$ cat config.mk
export PLATFORM = sky130hd
export DESIGN_NAME = mcu_el2_dccm_scrub_ctrl
export DESIGN_NICKNAME = d
export VERILOG_FILES = /design/src/rtl/mcu_el2_pkg.sv /design/src/rtl/mcu_el2_scrub_timer.sv /design/src/rtl/mcu_el2_dccm_scrub_ctrl.sv
export SDC_FILE = /design/constraint.sdc
export NUM_CORES = 1
export LEC_CHECK = 0
export CAP_MARGIN = 30
export CORE_ASPECT_RATIO = 0.9
export CORE_MARGIN = 10
export CORE_UTILIZATION = 35
export DETAILED_ROUTE_END_ITERATION = 10
export HOLD_SLACK_MARGIN = 0.05
export PLACE_DENSITY_LB_ADDON = 0.2
export SLEW_MARGIN = 20
export SYNTH_ARGS = -nofsm -noshare
export SYNTH_HDL_FRONTEND = slang
export SYNTH_SLANG_ARGS = --single-unit
export TNS_END_PERCENT = 10
$ cat constraint.sdc
create_clock -name clk -period 4.7 [get_ports clk]
set_input_delay 0.705 -clock clk [delete_from_list [all_inputs] [get_ports clk]]
set_output_delay 0.705 -clock clk [all_outputs]
set_load 0.1 [all_outputs]
$ cat src/rtl/mcu_el2_pkg.sv
// Shared types for the DCCM background ECC scrubber.
package mcu_el2_pkg;

  localparam int unsigned SCRUB_DW = 39;
  localparam int unsigned SCRUB_IW = 16;
  localparam int unsigned SCRUB_CW = 16;

  typedef enum logic [2:0] {
    SCRUB_IDLE,
    SCRUB_WAIT,
    SCRUB_RD_REQ,
    SCRUB_RD_WAIT,
    SCRUB_WB_REQ,
    SCRUB_ADV
  } mcu_el2_scrub_state_e;

  // ECC decode result for one returned read
  typedef struct packed {
    logic                sb;
    logic                db;
    logic [SCRUB_DW-1:0] data;
  } mcu_el2_scrub_rd_pkt_t;

  // Saturating increment for the error counter
  function automatic logic [SCRUB_CW-1:0] scrub_sat_inc(input logic [SCRUB_CW-1:0] v);
    return (v == {SCRUB_CW{1'b1}}) ? v : v + SCRUB_CW'(1);
  endfunction

endpackage

$ cat src/rtl/mcu_el2_scrub_timer.sv
// Loadable down-counter pacing the scrubber between words.
module mcu_el2_scrub_timer
  import mcu_el2_pkg::*;
#(
  parameter int unsigned W = SCRUB_IW
) (
  input  logic         clk,
  input  logic         rst,
  input  logic         load,
  input  logic [W-1:0] load_val,
  input  logic         dec,
  output logic         zero_c
);

  logic [W-1:0] count;

  // Load takes priority; decrement stops at zero
  always_ff @(posedge clk) begin
    if (rst) begin
      count <= '0;
    end else if (load) begin
      count <= load_val;
    end else if (dec && (count != '0)) begin
      count <= count - W'(1);
    end
  end

  assign zero_c = (count == '0);

endmodule

$ cat src/rtl/mcu_el2_dccm_scrub_ctrl.sv
// Background DCCM ECC scrubber: read every word, write back single-bit corrections.
module mcu_el2_dccm_scrub_ctrl
  import mcu_el2_pkg::*;
#(
  parameter int unsigned DEPTH = 4096,
  parameter int unsigned AW    = 12,
  parameter int unsigned DW    = 39
) (
  input  logic                clk,
  input  logic                rst,
  input  logic                scrub_en,
  input  logic [SCRUB_IW-1:0] scrub_interval,
  output logic                scrub_req,
  output logic                scrub_wr,
  output logic [AW-1:0]       scrub_addr,
  output logic [DW-1:0]       scrub_wr_data,
  input  logic                scrub_gnt,
  input  logic                rd_valid,
  input  logic                rd_sb_err,
  input  logic                rd_db_err,
  input  logic [DW-1:0]       rd_corr_data,
  input  logic                core_wr_en,
  input  logic [AW-1:0]       core_wr_addr,
  output logic [SCRUB_CW-1:0] sb_err_cnt,
  output logic                db_err,
  output logic [AW-1:0]       db_err_addr,
  output logic                pass_done,
  output logic                busy
);

  mcu_el2_scrub_state_e  state, state_d;
  mcu_el2_scrub_rd_pkt_t rd_pkt_c;

  logic                req_d, wr_d, db_err_d, pass_d, busy_d;
  logic                coll_flag, coll_d, coll_now_c;
  logic [AW-1:0]       addr_d, db_addr_d;
  logic [DW-1:0]       wr_data_d;
  logic [SCRUB_CW-1:0] cnt_d;
  logic                tmr_load, tmr_dec, tmr_zero_c;

  assign rd_pkt_c   = '{sb: rd_sb_err, db: rd_db_err, data: SCRUB_DW'(rd_corr_data)};
  assign coll_now_c = core_wr_en && (core_wr_addr == scrub_addr);

  mcu_el2_scrub_timer #(.W(SCRUB_IW)) u_timer (
    .clk      (clk),
    .rst      (rst),
    .load     (tmr_load),
    .load_val (scrub_interval),
    .dec      (tmr_dec),
    .zero_c   (tmr_zero_c)
  );

  // Next-state and next-output decode
  always_comb begin
    state_d   = state;
    addr_d    = scrub_addr;
    wr_data_d = scrub_wr_data;
    cnt_d     = sb_err_cnt;
    db_err_d  = 1'b0;
    db_addr_d = db_err_addr;
    pass_d    = 1'b0;
    coll_d    = coll_flag;
    tmr_load  = 1'b0;
    tmr_dec   = 1'b0;

    case (state)
      SCRUB_IDLE: begin
        if (scrub_en) begin
          state_d  = SCRUB_WAIT;
          tmr_load = 1'b1;
        end
      end
      SCRUB_WAIT: begin
        if (!scrub_en) begin
          state_d = SCRUB_IDLE;
        end else if (tmr_zero_c) begin
          state_d = SCRUB_RD_REQ;
        end else begin
          tmr_dec = 1'b1;
        end
      end
      SCRUB_RD_REQ: begin
        if (scrub_gnt) begin
          state_d = SCRUB_RD_WAIT;
          if (coll_now_c) coll_d = 1'b1;
        end
      end
      SCRUB_RD_WAIT: begin
        if (coll_now_c) coll_d = 1'b1;
        if (rd_valid) begin
          state_d = SCRUB_ADV;
          if (rd_pkt_c.db) begin
            db_err_d  = 1'b1;
            db_addr_d = scrub_addr;
          end else if (rd_pkt_c.sb) begin
            cnt_d = scrub_sat_inc(sb_err_cnt);
            // Core data written since the read is newer; skip the write-back
            if (!(coll_flag || coll_now_c)) begin
              wr_data_d = DW'(rd_pkt_c.data);
              state_d   = SCRUB_WB_REQ;
            end
          end
        end
      end
      SCRUB_WB_REQ: begin
        // A colliding core write beats a same-cycle grant
        if (coll_now_c) begin
          coll_d  = 1'b1;
          state_d = SCRUB_ADV;
        end else if (scrub_gnt) begin
          state_d = SCRUB_ADV;
        end
      end
      SCRUB_ADV: begin
        coll_d = 1'b0;
        if (scrub_addr == AW'(DEPTH - 1)) begin
          addr_d = '0;
          pass_d = 1'b1;
        end else begin
          addr_d = scrub_addr + AW'(1);
        end
        if (scrub_en) begin
          state_d  = SCRUB_WAIT;
          tmr_load = 1'b1;
        end else begin
          state_d = SCRUB_IDLE;
        end
      end
      default: state_d = SCRUB_IDLE;
    endcase

    req_d  = (state_d == SCRUB_RD_REQ) || (state_d == SCRUB_WB_REQ);
    wr_d   = (state_d == SCRUB_WB_REQ);
    busy_d = (state_d != SCRUB_IDLE);
  end

  // State and registered outputs
  always_ff @(posedge clk) begin
    if (rst) begin
      state         <= SCRUB_IDLE;
      scrub_req     <= 1'b0;
      scrub_wr      <= 1'b0;
      scrub_addr    <= '0;
      scrub_wr_data <= '0;
      sb_err_cnt    <= '0;
      db_err        <= 1'b0;
      db_err_addr   <= '0;
      pass_done     <= 1'b0;
      busy          <= 1'b0;
      coll_flag     <= 1'b0;
    end else begin
      state         <= state_d;
      scrub_req     <= req_d;
      scrub_wr      <= wr_d;
      scrub_addr    <= addr_d;
      scrub_wr_data <= wr_data_d;
      sb_err_cnt    <= cnt_d;
      db_err        <= db_err_d;
      db_err_addr   <= db_addr_d;
      pass_done     <= pass_d;
      busy          <= busy_d;
      coll_flag     <= coll_d;
    end
  end

endmodule
======== Word-level counts from Yosys, hierarchy flattened ========
Index checks and enable logic that the tools add are counted.
Widths: inputs -> output; s select.
storage, ports and cells
  register bits ........................... 104
  bits in latches ......................... 0
  RAM bits ................................ 0
  bits in read-only memories .............. 0
  output and inout bits ................... 84
  word-level logic and storage cells ...... 75
  memories ................................ 0
cells by class
  add/sub/neg operators ................... 3
  multiply operators ...................... 0
  div/mod/pow operators ................... 0
  order comparisons ....................... 0
  equal/unequal tests ..................... 11
  shift operators ......................... 0
  muxes and demuxes ....................... 25
  bitwise gates (word level) .............. 6
  reduce and logical (&&, ||, !) cells .... 18
operator list
  cell                   count
  $mux 16                2
  $mux 3                 7
  $pmux 3 s6             1
  $add 16x1->16 const B  1
  $eq 16x16->1 const B   1
  $logic_not 16->1       1
  $reduce_bool 16->1     1
  $sub 16x1->16 const B  1
  $mux 1                 13
  $add 12x1->12 const B  1
  $eq 12x12->1           1
  $eq 12x12->1 const B   1
  $mux 12                1
  $reduce_and 5->1       2
  $eq 3x2->1 const B     3
  $eq 3x3->1 const B     3
  $not 1->1              6
  $reduce_bool 3->1      2
  $reduce_or 2->1        3
  $eq 3x1->1 const B     1
  $logic_not 3->1        1
  $pmux 1 s3             1
  $reduce_and 3->1       1
  $reduce_or 3->1        1
  5 further kinds        7

======== Longest topological paths before layout ========
  depth in word-level cells ............... 10
  depth in mapped cells ................... 8
  depth with buffers taken out ............ 7

======== Hierarchy ========
A second synthesis with hierarchy kept.
second synthesis, totals
  cell total of the unflattened synthesis .. 558
  area total of the unflattened synthesis .. 4,973.5 µm²
by module, submodules not included
  module                   instances  cells an instance  area an instance (µm²)  sequential area each (µm²)
  mcu_el2_dccm_scrub_ctrl  1          444                4,028.9                 1,761.7
  mcu_el2_scrub_timer      1          114                944.7                   320.3

======== Worst setup path before layout ========
No wires, ideal clock.
  kind .................................... register to register
  start point ............................. register sb_err_cnt[0]
  end point ............................... register sb_err_cnt[1]
  setup time .............................. 0.128 ns
  arrival time ............................ 2.348 ns
  required time ........................... 4.572 ns
  slack ................................... 2.225 ns
  cell stages (with the launch flop) ...... 8
  path through ............................ dfxtp_1 ha_1 nand3_1 nor4_1 buf_2 a21oi_1 mux2i_1 nor2_1
on the way
  word-level cells in the longest chain between the ends .. 3
ends and longest elaborated chain
  item                                                   RTL line                        text
  start, declared                                        mcu_el2_dccm_scrub_ctrl.sv:24   output logic [SCRUB_CW-1:0] sb_err_cnt,
  start signal, assigned                                 mcu_el2_dccm_scrub_ctrl.sv:157  sb_err_cnt <= cnt_d;
  branches (longest 3 deep; another with $add 16x1->16)  -
Parallel ways; which one is timed is not known.
A chain may end at the register's enable or synchronous reset.

======== Worst setup path after layout ========
  start point ............................. register scrub_addr[3]
  end point ............................... output port scrub_addr[3]
RTL lines
  item                    RTL line                        text
  start, declared         mcu_el2_dccm_scrub_ctrl.sv:15   output logic [AW-1:0] scrub_addr,
  start signal, assigned  mcu_el2_dccm_scrub_ctrl.sv:155  scrub_addr <= addr_d;
No word-level cell between the ends.

==> qor.csv <==
metric;value;unit
status;completed;
vias;4243;
hold-worst-slack;0.4744;ns
postRouteAntennaNets;0;
synth.net_count;618;
finalSetupTns;0;ns
power_density;265.8;nW/um^2
postLayoutCellArea;7162;um^2
reg2reg_depth;5;
area_delta_synth_final;41.16;%
clk_path_buf_depth;2;
path_max_fanout;8;
cts-buffers-inserted;9;
postPlaceCellArea;6824;um^2
yosysTopAreaCell;dfxtp_1;
ys_top_cells_by_area;dfxtp_1 41%, mux2i_1 10%, nand2b_1 9.7%, xnor2_1 6.2%, nor2_1 5.0%;
crit_arrival;2.09;ns
maxSlewViolCount;0;
syn_area_per_cell;9.396;um^2
cp.depth;1;
dr.first_iter.drc_count;209;
start_kind;register;
grt_pass1_wl;22300;um
max_slew_margin;0.3161;
crit_slowest_cell;clkdlybuf4s50_1;
min_period;2.800;ns
final_common_cell;clkdlybuf4s50_1;
path_cells;clkdlybuf4s50_1;
ir_drop;0.1826;mV
diodes;0;
synth-seq-cells;104;
synth_ff_type;dfxtp_1;
fin_crit_sh;0.5957;
dp_cells;864;
io_pins;159;
max_freq;357.2;MHz
dpl.hpwl;10230;um
post_drt_wl_per_cell;15.61;um
path_clk_slew;0.07;ns
synth_enable_flop_cells;0;
place_congestion;0.8298;
nNetsFinal;762;
hp-class;register to register;
htree_levels;3;
syn_inst;540;
grt_max_degree;73;
layout.cells.non_filler;882;
grt_usage;0.1369;
dieWidth;146.9;um
drc;0;
fp.dieArea;19720;um^2
worst_setup_path_end_kind;output pin;
cts_tree;done;
clockRootBuffer;clkbuf_16;
die_h;134.2;um
crit_start;scrub_addr[3];
dr.pass1.iters;4;
path_class;register to output pin;
reg2reg_to;scrub_wr_data[11];
ys_seq_area_frac;0.4104;
final-hold-violation-count;0;
clock-sinks;104;
grt_overflow_total;0;
tightest_slew;1.023;ns
p_total;1.904;mW
routed_wl;13770;um
grt_pass1_vias;4287;
viasPerCell;4.811;
clock_latency;0.35;ns
worstReg2RegStart;state[1];
crit_required;3.99;ns
drive_gt1_frac;0.06096;
ys.warnings.count;0;
core-area;14110;um^2
synth.distinct_cells;56;
port-buffer-count;158;
crit_buf_inv;1;
p_leak;2.492;nW
fin_skew;0.005806;ns
post_cts_buffers;0;
crit_end;scrub_addr[3];
setup_viol;0;
postCtsHoldBufs;0;
synthArstFlopShare;0;
r2r_slack;2.26;ns
maxCapViolations;0;
netlist_area;5074;um^2
start_util;0.3596;
layout_common_cells;157 x clkdlybuf4s50_1, 104 x dfxtp_1, 79 x nand2b_1;
rsz0062_at_grt;false;
cpLargestDelayFamily;buffers and inverters;
row_count;41;
antenna_found_initial;0;
ctsResizeCount;0;
yosysTopAreaCellShare;0.4104;
crit_path_max_incr_delay;1.21;ns
## power breakdown
part / switching (mW) / leakage, nW / internal, mW / total, mW
Combinational: 0.0931 / 1.50 / 0.118 / 0.211
Sequential: 0.0229 / 0.842 / 0.896 / 0.918
Clock: 0.354 / 0.148 / 0.420 / 0.774
Total: 0.470 / 2.49 / 1.43 / 1.90
## cell usage after synthesis, types with 4 or more instances
master    number
mux2i_1       53
nor4_1         7
a211oi_1      18
nand2b_1      79
a21oi_1        7
nor2_1        67
and3_1         6
buf_2         10
nand4_1       11
nor3_1         9
xnor2_1       36
nand3_1       15
clkbuf_1      17
dfxtp_1      104
nand2_1       20
inv_1          4
xor2_1        15
## routing by layer
metal,part of all wire,track usage,up-vias
met2,0.45,0.2109,108
met5,0,0,-
met4,0.0079,0.03135,0
met1,0.45,0.1641,1989
li1,-,-,2138
met3,0.092,0.07397,8
## cells by family (layout without fill, tap and decap cells)
| logic type | count (synthesis) | after routing | share of synthesized area |
|---|---|---|---|
| simple gates | 246 | 246 | 0.2858 |
| flops | 104 | 104 | 0.4104 |
| mux | 55 | 55 | 0.1097 |
| xor+xnor | 51 | 51 | 0.08804 |
| compound gates | 44 | 44 | 0.06337 |
| buf+inv | 37 | 186 | 0.03526 |
| fa+ha+maj | 3 | 3 | 0.007399 |
## how the worst min path moves through the flow
stage | startpoint | to | slack (ns) | cells after the start
global route | scrub_wr_data[0] | scrub_wr_data[0] | 0.49 | 2
CTS | scrub_wr_data[0] | scrub_wr_data[0] | 0.48 | 2
finish | scrub_wr_data[0] | scrub_wr_data[0] | 0.47 | 2
detailed placement | scrub_wr_data[2] | scrub_wr_data[2] | 0.46 | 2
global placement | scrub_wr_data[0] | scrub_wr_data[0] | 0.46 | 2
floorplan | coll_flag | coll_flag | 0.48 | 2
## per-stage QoR
| step | util | setup slack, ns |
|---|---|---|
| 2_1_floorplan | - | 2.225 |
| 3_3_place_gp | 0.4790 | 1.887 |
| 3_5_place_dp | 0.4837 | 1.817 |
| 4_1_cts | 0.5054 | 1.875 |
| 5_1_grt | 0.5077 | 1.837 |
| 6_report | 0.5077 | 1.900 |
## registers in the layout, indices dropped and copies added (netlist names)
name and cells:
db_err_addr 12, sb_err_cnt 16, db_err 1, scrub_wr 1, state 3, coll_flag 1
scrub_req 1, u_timer.count 16, pass_done 1, scrub_wr_data 39, busy 1, scrub_addr 12
## area by class of cell
class	count	area (um^2)
Fill cell	1270	6945
Multi-Input combinational cell	399	2818
Sequential cell	104	2082
Timing Repair Buffer	166	1700
Tap cell	193	241.5
Clock buffer	9	225.2
Clock inverter	7	80.08
Inverter	4	15.01
No activity file was read; power rests on OpenSTA's default activity.
